<file path="src/rtl/fifo_ctrl_4x8.sv">
// FIFO pointer/flow controller for the 16x8 memory_4x8: accepts push/pop,
// drives memory strobes and addresses, and reports occupancy and error flags.
module fifo_ctrl_4x8 #(
  parameter int MAIN_SIZE  = 4,
  parameter int DEPTH      = 16,
  parameter int AF_DEFAULT = 12,
  parameter int AE_DEFAULT = 3
) (
  input  logic                 clk,
  input  logic                 reset,
  input  logic                 init,
  input  logic [MAIN_SIZE:0]   afull_thr,
  input  logic [MAIN_SIZE:0]   aempty_thr,
  input  logic                 push,
  input  logic                 pop,
  output logic                 write,
  output logic                 read,
  output logic [MAIN_SIZE-1:0] wr_ptr,
  output logic [MAIN_SIZE-1:0] rd_ptr,
  output logic                 valid_out,
  output logic [MAIN_SIZE:0]   count,
  output logic                 full,
  output logic                 empty,
  output logic                 almost_full,
  output logic                 almost_empty,
  output logic                 overflow_err,
  output logic                 underflow_err
);

  localparam logic [0:0] ST_INIT   = 1'b0;
  localparam logic [0:0] ST_ACTIVE = 1'b1;

  localparam logic [MAIN_SIZE:0] DEPTH_C = (MAIN_SIZE+1)'(DEPTH);
  localparam logic [MAIN_SIZE:0] AF_C    = (MAIN_SIZE+1)'(AF_DEFAULT);
  localparam logic [MAIN_SIZE:0] AE_C    = (MAIN_SIZE+1)'(AE_DEFAULT);

  logic [0:0]         state;
  logic [MAIN_SIZE:0] af_thr;
  logic [MAIN_SIZE:0] ae_thr;
  logic               active;
  logic               pop_ok;
  logic               push_ok;
  logic               thr_ok;

  assign active = (state == ST_ACTIVE);
  assign empty  = (count == '0);
  assign full   = (count == DEPTH_C);

  // A push at full is only legal when a pop frees a slot in the same cycle.
  assign pop_ok  = active & pop & ~empty;
  assign push_ok = active & push & (~full | pop_ok);
  assign write   = push_ok;
  assign read    = pop_ok;

  assign almost_full  = (count >= af_thr);
  assign almost_empty = (count <= ae_thr);

  assign thr_ok = (afull_thr > aempty_thr) && (afull_thr <= DEPTH_C);

  always_ff @(posedge clk or negedge reset) begin
    if (!reset) begin
      state         <= ST_INIT;
      wr_ptr        <= '0;
      rd_ptr        <= '0;
      count         <= '0;
      valid_out     <= 1'b0;
      overflow_err  <= 1'b0;
      underflow_err <= 1'b0;
      af_thr        <= AF_C;
      ae_thr        <= AE_C;
    end else if (state == ST_INIT) begin
      state         <= ST_ACTIVE;
      wr_ptr        <= '0;
      rd_ptr        <= '0;
      count         <= '0;
      valid_out     <= 1'b0;
      overflow_err  <= 1'b0;
      underflow_err <= 1'b0;
      af_thr        <= thr_ok ? afull_thr  : AF_C;
      ae_thr        <= thr_ok ? aempty_thr : AE_C;
    end else begin
      if (push_ok) wr_ptr <= wr_ptr + 1'b1;
      if (pop_ok)  rd_ptr <= rd_ptr + 1'b1;
      if (push_ok && !pop_ok)      count <= count + 1'b1;
      else if (pop_ok && !push_ok) count <= count - 1'b1;
      // memory_4x8 registers data_out, so the popped byte appears one cycle later
      valid_out <= pop_ok;
      if (push && full && !pop_ok) overflow_err  <= 1'b1;
      if (pop && empty)            underflow_err <= 1'b1;
      if (init) state <= ST_INIT;
    end
  end

endmodule
</file>
<file path="config.mk">
export PLATFORM = sky130hd
export DESIGN_NAME = fifo_ctrl_4x8
export DESIGN_NICKNAME = d
export VERILOG_FILES = /design/src/rtl/fifo_ctrl_4x8.sv
export SDC_FILE = /design/constraint.sdc
export NUM_CORES = 1
export LEC_CHECK = 0
export ABC_AREA = 1
export CORE_MARGIN = 1.5
export CORE_UTILIZATION = 60
export DETAILED_ROUTE_END_ITERATION = 10
export DONT_BUFFER_PORTS = 1
export GPL_TIMING_DRIVEN = 0
export PLACE_DENSITY = 0.87
export SETUP_SLACK_MARGIN = 0.3
export SKIP_LAST_GASP = 1
export SLEW_MARGIN = 20
export SYNTH_ARGS = -nofsm -noshare
export SYNTH_HDL_FRONTEND = slang
export SYNTH_SLANG_ARGS = --single-unit
</file>
<file path="constraint.sdc">
create_clock -name clk -period 2.14 [get_ports clk]
set_input_delay 0.321 -clock clk [delete_from_list [all_inputs] [get_ports clk]]
set_output_delay 0.321 -clock clk [all_outputs]
set_load 0.005 [all_outputs]
</file>
==> impl_results.md, run 1 <==
* CP Launch Type: register
* Initial antenna violation count at 0
* Total core area at 2810 um2
* WL final at approximately 4.0 mm
* LEAKAGE at between 1 and 1.5 nW
* Final setup margin at between 0.09 and 0.1 ns
* CTS tree: yes
* Worst r2r dst: count[2]
* CP startpoint: count[2]
* CP top delay family: simple AND/OR/NAND/NOR gates
* Hold WC Path Type: in2reg
* Overflow after GRT at 0
* Global-route wire length before repair at 6.43 mm
* Hold Vio Cnt, Final at 0
* CP endpoint kind: register
* GPL Wtd Cong at just under 0.8
* Post-DP HPWL at approximately 2.6 mm
* Synthesis Warnings at 0
* Met1 Track Usage GR at 30.3%
* Clk_lat worst skew at between 0.3 and 0.4 ns
* Die extent in y at 57.7 um
* Critical path class: reg2reg
* DRT iter0 DRCs at between 100 and 150
* Post-synth EDFFs at 0
* Via count of the first global-routing pass at approximately 1500
* Synthesized flop and latch total at 27
* Maximum clock insertion buffer count at 2
* CP max stage delay at about 0.52 ns
* Synth async-reset ratio at 100%
* Cts bufs inserted at 3
* Worst Tran Pin Value at between 0.5 and 0.6 ns
* Critical Path Stages at 10
* 1st-pass router iterations at 7
* Placed cell area at approximately 1900 um2
* Core Rows at 19
* Area Overhead vs Synth at 16.0%
* Relative slew slack at 66.5%
* I/O pin count at 37
* Post-Place Setup Slack at roughly 0.067 ns
* GRT Overall Usage at between 20% and 30%
* Fmax at about 0.49 GHz
* Netlist cell types at 33
* CTS clock-pin slew for the worst setup and hold paths at 0.16 ns
* DP Cell Count at about 240
* Critical path, cell by cell: nor2_4 > nand3_4 > nand2_8 > nand3_4 > fa_2 > buf_4 > buf_4 > xor2_1 > nand2_1 > nand2_1
* Residual DRC at 8
* Vias per inst at between 5 and 6
* Slowest-stage cell, CP: dfrtp_2
* Post-Layout Cell Count at between 200 and 300
* Sequential share of the synthesized area at about 38%
* RSZ-0062 raised after global routing: yes
* Fin crit share at a little over nine tenths
* Synthesized area per cell at between 8 and 9 um2
* Final design instance area without fill at roughly 2100 um2
* WP data arrival at 2.29 ns
* Worst path bufs/invs at 2
* Setup violations, final at 0
* GR met2 Demand/Resource at between 40% and 50%
* Minimum hold slack at about 0.027 ns
* Wire length per cell at between 15 and 20 um
* Antenna cells at 0
* Worst Skew at between 0.003 and 0.004 ns
* Port bufs at 0
* Power, Total at approximately 2.4 mW
* Finished Core Util at between 70% and 80%
* GRT Max-Usage Layer: met2
* Period minus WS final at 2.04 ns
* Setup TNS at 0 ns
* Worst reg2reg startpoint: count[2]
* Final ANT Viol Nets at 0
* Clock Root Buffer: clkbuf_4
* Depth of the worst register-to-register path at 10
* Most used DFF post-synth: dfrtp_1
* Pin count of the biggest net entering global routing at 28
* Vias post-DR at between 1000 and 1500
* Layout cells sized above 1 at 25.9%
* Starting Density at between 60% and 70%
* Pwr per Cell Area at approximately 1100 nW/um2
* Mapped Nets at 250
* R2R Setup Slk at a little under 0.1 ns
* Status: finished, violations left
* CTS Sinks at 27
* Failing checks: DRC
* Max VDD drop at approximately 0.46 mV
* Worst endpoint required time at 2.39 ns
* CTS H-tree lvls at 1
* Die X at between 50 and 60 um
* Final Max Slew Viols at 0
* Syn Std Cell Area at about 1800 um2
* Die ar. at roughly 3300 um2
* Max-cap violations at 0
* Post-Syn Instances at between 200 and 250
* Critical path endpoint: count[2]
* M3 GR Usage at under 10%
* Worst Path Max Fanout at 7
* Nets at between 200 and 300
[layout by cell type, fill, tap and decap left out, types with 2 or more instances in the layout]
master | synthesis | layout
nand2_1 | 49 | 45
inv_1 | 31 | 29
dfrtp_1 | 23 | 18
ha_1 | 21 | 17
nand3_1 | 15 | 12
nand2_2 | 5 | 9
a21oi_1 | 11 | 9
buf_4 | 0 | 9
o21ai_0 | 9 | 8
nor2_1 | 8 | 8
inv_2 | 4 | 6
o22ai_1 | 5 | 5
dfrtp_2 | 0 | 5
nand3_4 | 2 | 4
xor2_1 | 4 | 4
ha_4 | 0 | 4
dfstp_2 | 4 | 4
nand4_1 | 3 | 3
clkbuf_4 | 0 | 3
nor2_4 | 2 | 2
o21ai_1 | 1 | 2
a21oi_4 | 1 | 2
[state kept, by name (all words and copies together) (netlist names)]
signal / count
af_thr: 5
underflow_err: 1
valid_out: 1
ae_thr: 5
wr_ptr: 4
rd_ptr: 4
active: 1
count: 5
overflow_err: 1
[worst register-to-register path, cell delays in order (launching register included)]
cell     delay, ns
dfrtp_2       0.52
nor2_4        0.17
nand3_4       0.11
nand2_8       0.08
nand3_4       0.14
fa_2          0.40
buf_4         0.15
buf_4         0.13
xor2_1        0.15
nand2_1       0.07
nand2_1       0.05
[Yosys cell counts, drive strengths merged, types with 2 or more instances]
cell	instances	area share, %
xor2	4	2.0
dfrtp	23	32
a21oi	12	4.0
nand3	17	6.1
ha	21	15
inv	35	7.3
nand2	55	13
dfstp	4	5.9
o22ai	5	1.7
nand4	3	1.0
o21ai	11	3.3
nor2	10	2.9
buf	2	0.91
[timing repair]
action / in CTS / in global routing
gates resized for setup: 11 / 10
setup endpoints to repair: 4 / 7
endpoints found under the hold margin: 27 / 0
pin swaps: 11 / 11
buffers inserted: 7 / 2
hold buffers: 2 / 0
[final cells by class]
type	count	area [um2]
Buffer	3	20.0
Clock buffer	3	22.5
Clock inverter	1	7.51
Fill cell	194	723
Inverter	35	131
Multi-Input combinational cell	148	1080
Sequential cell	27	687
Tap cell	31	38.8
Timing Repair Buffer	11	97.6
[where the power goes]
| group | switching (mW) | internal, mW | leakage (nW) | total [mW] |
|---|---|---|---|---|
| combinational | 0.695 | 0.571 | 0.681 | 1.27 |
| sequential | 0.213 | 0.637 | 0.338 | 0.850 |
| clock | 0.166 | 0.0717 | 0.0139 | 0.238 |
[layer usage]
layer | routed length (um) | part of all wire, %
met5 | 0 | 0
met4 | 30 | 0.74
met3 | 168 | 4.2
met2 | 2180 | 54
met1 | 1640 | 41
[cell families (layout without fill, tap and decap cells)]
family                     count (synthesis)  in the layout  synth area share, %
adders and majority gates                 22             22                 15.8
and+or+nand+nor                           87             87                 23.8
DFF                                       27             27                 37.9
xor gates and xnor gates                   5              5                 2.44
buffers and inverters                     38             53                 8.44
AOI/OAI and AO/OA                         34             34                 11.6
[worst min-delay path by stage]
stage | to | slack (ns) | cells after the start | start
finish | active | 0.03 | 1 | init
global route | active | 0.005 | 1 | init
CTS | active | 0.02 | 1 | init
detailed placement | rd_ptr[2] | 0.03 | 0 | reset
global placement | rd_ptr[2] | 0.03 | 0 | reset
floorplan | active | 0.03 | 0 | reset
Power figures use the tool's default switching activity.
==> run 2, diff against run 1 <==
--- a/config.mk
+++ b/config.mk
@@ -6,6 +6,7 @@
 export NUM_CORES = 1
 export LEC_CHECK = 0
 export ABC_AREA = 1
+export CORE_ASPECT_RATIO = 0.9
 export CORE_MARGIN = 1.5
 export CORE_UTILIZATION = 60
 export DETAILED_ROUTE_END_ITERATION = 10
==> run 2 against run 1 <==
  * The run now ends clean
  * Worst hold slack improved by 0.012 ns
  * Setup slack better by 0.0044 ns
  * Critical path depth did not move
  * Register-to-register slack barely moved
  * Cell count rose by 5.8%
  * Combinational power barely moved
  * Sequential cell count unchanged
  * Routed wire length down 1.1%
  * Largest cell class unchanged
  * Largest power group unchanged
==> impl_results.md, run 2 (same netlist as run 1, synthesis figures left out) <==
* Status: complete, no violations
* Fmax at 0.491 GHz (+0.22%)
* Via count of the first global-routing pass at 1372 (-7.4%)
* Post-Layout Cell Count at 274 (+5.8%)
* Fin crit share at 95.3% (-0.20 points)
* Hold endpoint: active
* Setup TNS at 0 ns (unchanged)
* CP endpoint kind: register
* DRT iter0 DRCs at 58 (-56%)
* WL final at 3.98 mm (-1.1%)
* Residual DRC at 0 (-8)
* CTS Sinks at 27 (unchanged)
* Starting Density at 64.2% (+0.29 points)
* Critical path class: reg2reg
* CTS clock-pin slew for the worst setup and hold paths at 0.14 ns (-0.02 ns)
* WP data arrival at 2.28 ns (about the same)
* Most common cell after layout, fill and taps aside: nand2_1
* CP Launch Type: register
* GPL Wtd Cong at 0.875 (+11%)
* 1st-pass router iterations at 4 (-3)
* Max-cap violations at 0 (unchanged)
* RSZ-0062 raised after global routing: yes
* Worst Path Max Fanout at 7 (unchanged)
* Wire length per cell at 14.5 um (-6.6%)
* Critical path, cell by cell: nor2_4 > nand3_4 > nand2_8 > nand3_4 > fa_2 > buf_4 > buf_4 > xor2_1 > nand2_1 > nand2_1
* CTS tree: yes
* Max VDD drop at 0.518 mV (+12%)
* Vias per inst at 5.54 (-3.6%)
* Die X at 60.6 um (+5.1%)
* Post-Place Setup Slack at 0.0667 ns (-0.000404 ns)
* I/O pin count at 37 (unchanged)
* Pin count of the biggest net entering global routing at 28 (unchanged)
* CTS H-tree lvls at 1 (unchanged)
* Vias post-DR at 1518 (+1.9%)
* Power, Total at 2.38 mW (+1.1%)
* Initial antenna violation count at 0 (unchanged)
* Hold Vio Cnt, Final at 0 (unchanged)
* Setup violations, final at 0 (unchanged)
* Area Overhead vs Synth at 17.8%
* CP max stage delay at 0.52 ns (about the same)
* Antenna cells at 0 (unchanged)
* Final ANT Viol Nets at 0 (unchanged)
* Worst Tran Pin Value at 0.478 ns (-0.0247 ns)
* Most frequent cells in the layout: nand2_1 (46), inv_1 (29), ha_1 (19)
* Slowest-stage cell, CP: dfrtp_2
* Fillers at 199 (+2.6%)
* Cts bufs inserted at 3 (unchanged)
* Global-route wire length before repair at 5.98 mm (-7.0%)
* Pwr per Cell Area at 1130 nW/um2 (-0.40%)
* Worst endpoint required time at 2.38 ns (about the same)
* Worst Skew at 0.00127 ns (-0.00186 ns)
* GRT Overall Usage at 24.4% (-0.66 points)
* Area of the multi-input gates at 1040 um2 (-3.3%)
* Final Max Slew Viols at 0 (unchanged)
* Worst path bufs/invs at 2 (unchanged)
* Top flop regs: ae_thr (5), af_thr (5), count (5)
* Minimum hold slack at 0.0397 ns (+0.0123 ns)
* Nets at 272 (+2.3%)
* CP top delay family: simple AND/OR/NAND/NOR gates
* Depth of the worst register-to-register path at 10 (unchanged)
* R2R Setup Slk at 0.10 ns (about the same)
* Post-DP HPWL at 2.64 mm (about the same)
* LEAKAGE at 1.06 nW (+2.7%)
* Layout cells sized above 1 at 26.5% (+0.62 points)
* Min-delay src: init
* Worst Hold Depth at 1 (unchanged)
* Hold WC Path Type: in2reg
* Port bufs at 0 (unchanged)
* Period minus WS final at 2.04 ns (-0.00439 ns)
* Clk_lat worst skew at 0.33 ns (about the same)
* Core Rows at 18 (-1)
* Sequential cell area at 687 um2 (unchanged)
* Die extent in y at 54.9 um (-4.9%)
* Total core area at 2790 um2 (-0.45%)
* Die ar. at 3330 um2 (about the same)
* DP Cell Count at 253 (+3.7%)
* Maximum clock insertion buffer count at 2 (unchanged)
* Relative slew slack at 68.1% (+1.6 points)
* Worst r2r dst: count[2]
* Clock Root Buffer: clkbuf_4
* Final setup margin at 0.102 ns (+0.00439 ns)
* Worst reg2reg startpoint: count[2]
* Overflow after GRT at 0 (unchanged)
-- run 2: cell count changes in the layout (fill, tap and decap cells not counted), sizes merged --
| cell | before | now |
|---|---|---|
| buf | 12 | 18 |
-- run 2: final cells by class --
type	instances	area share (%)
plain buffers	3	0.947
multi-input cells	148	49.3
well taps	40	2.37
clock inverters	1	0.355
flip-flops and latches	27	32.5
clock buffers	3	1.07
inverters	35	6.34
repair buffers	17	7.10
-- run 2: worst max path at each step --
| stage | startpoint | end | slack (ns) | cells after the start |
|---|---|---|---|---|
| after floorplan | count[2] | count[4] | 0.25 | 13 |
| after global placement | count[4] | count[4] | 0.1 | 13 |
| after detailed placement | count[4] | count[4] | 0.07 | 13 |
| after CTS | count[1] | count[4] | 0.17 | 14 |
| after global routing | count[2] | count[4] | 0.007 | 13 |
| final | count[2] | count[2] | 0.10 | 10 |
-- run 2: what timing repair did --
action | in CTS | in global routing
gates resized for setup | 6 | 13
hold buffers | 2 | 0
hold endpoints to repair | 27 | 0
buffers inserted | 8 | 7
pin swaps | 9 | 12
endpoints found under the setup margin | 4 | 8
-- run 2: metal layers --
metal,global-route usage (%),up-vias,share of wire [%]
li1,-,746,-
met1,29.7,727,45
met2,44.8,36,49
met3,2.84,9,3.5
met4,7.97,0,2.0
met5,0,-,0
-- run 2: worst reg2reg max path, cell delays in order (launching register included) --
cell	delay, ns
dfrtp_2	0.52
nor2_4	0.17
nand3_4	0.12
nand2_8	0.08
nand3_4	0.14
fa_2	0.40
buf_4	0.15
buf_4	0.13
xor2_1	0.14
nand2_1	0.07
nand2_1	0.04
-- run 2: power breakdown --
part,switching [mW],leakage [nW],internal [mW]
Clock,0.155,0.0139,0.0717
Combinational,0.694,0.710,0.607
Sequential,0.216,0.338,0.637
Total,1.07,1.06,1.32
-- run 2: per-stage QoR --
| step | area [um2] | utilization (%) |
|---|---|---|
| 2_1_floorplan | 1810 | - |
| 3_3_place_gp | 1860 | 66.8 |
| 3_5_place_dp | 1860 | 66.8 |
| 4_1_cts | 2010 | 71.9 |
| 5_1_grt | 2110 | 75.7 |
| 6_report | 2110 | 75.7 |
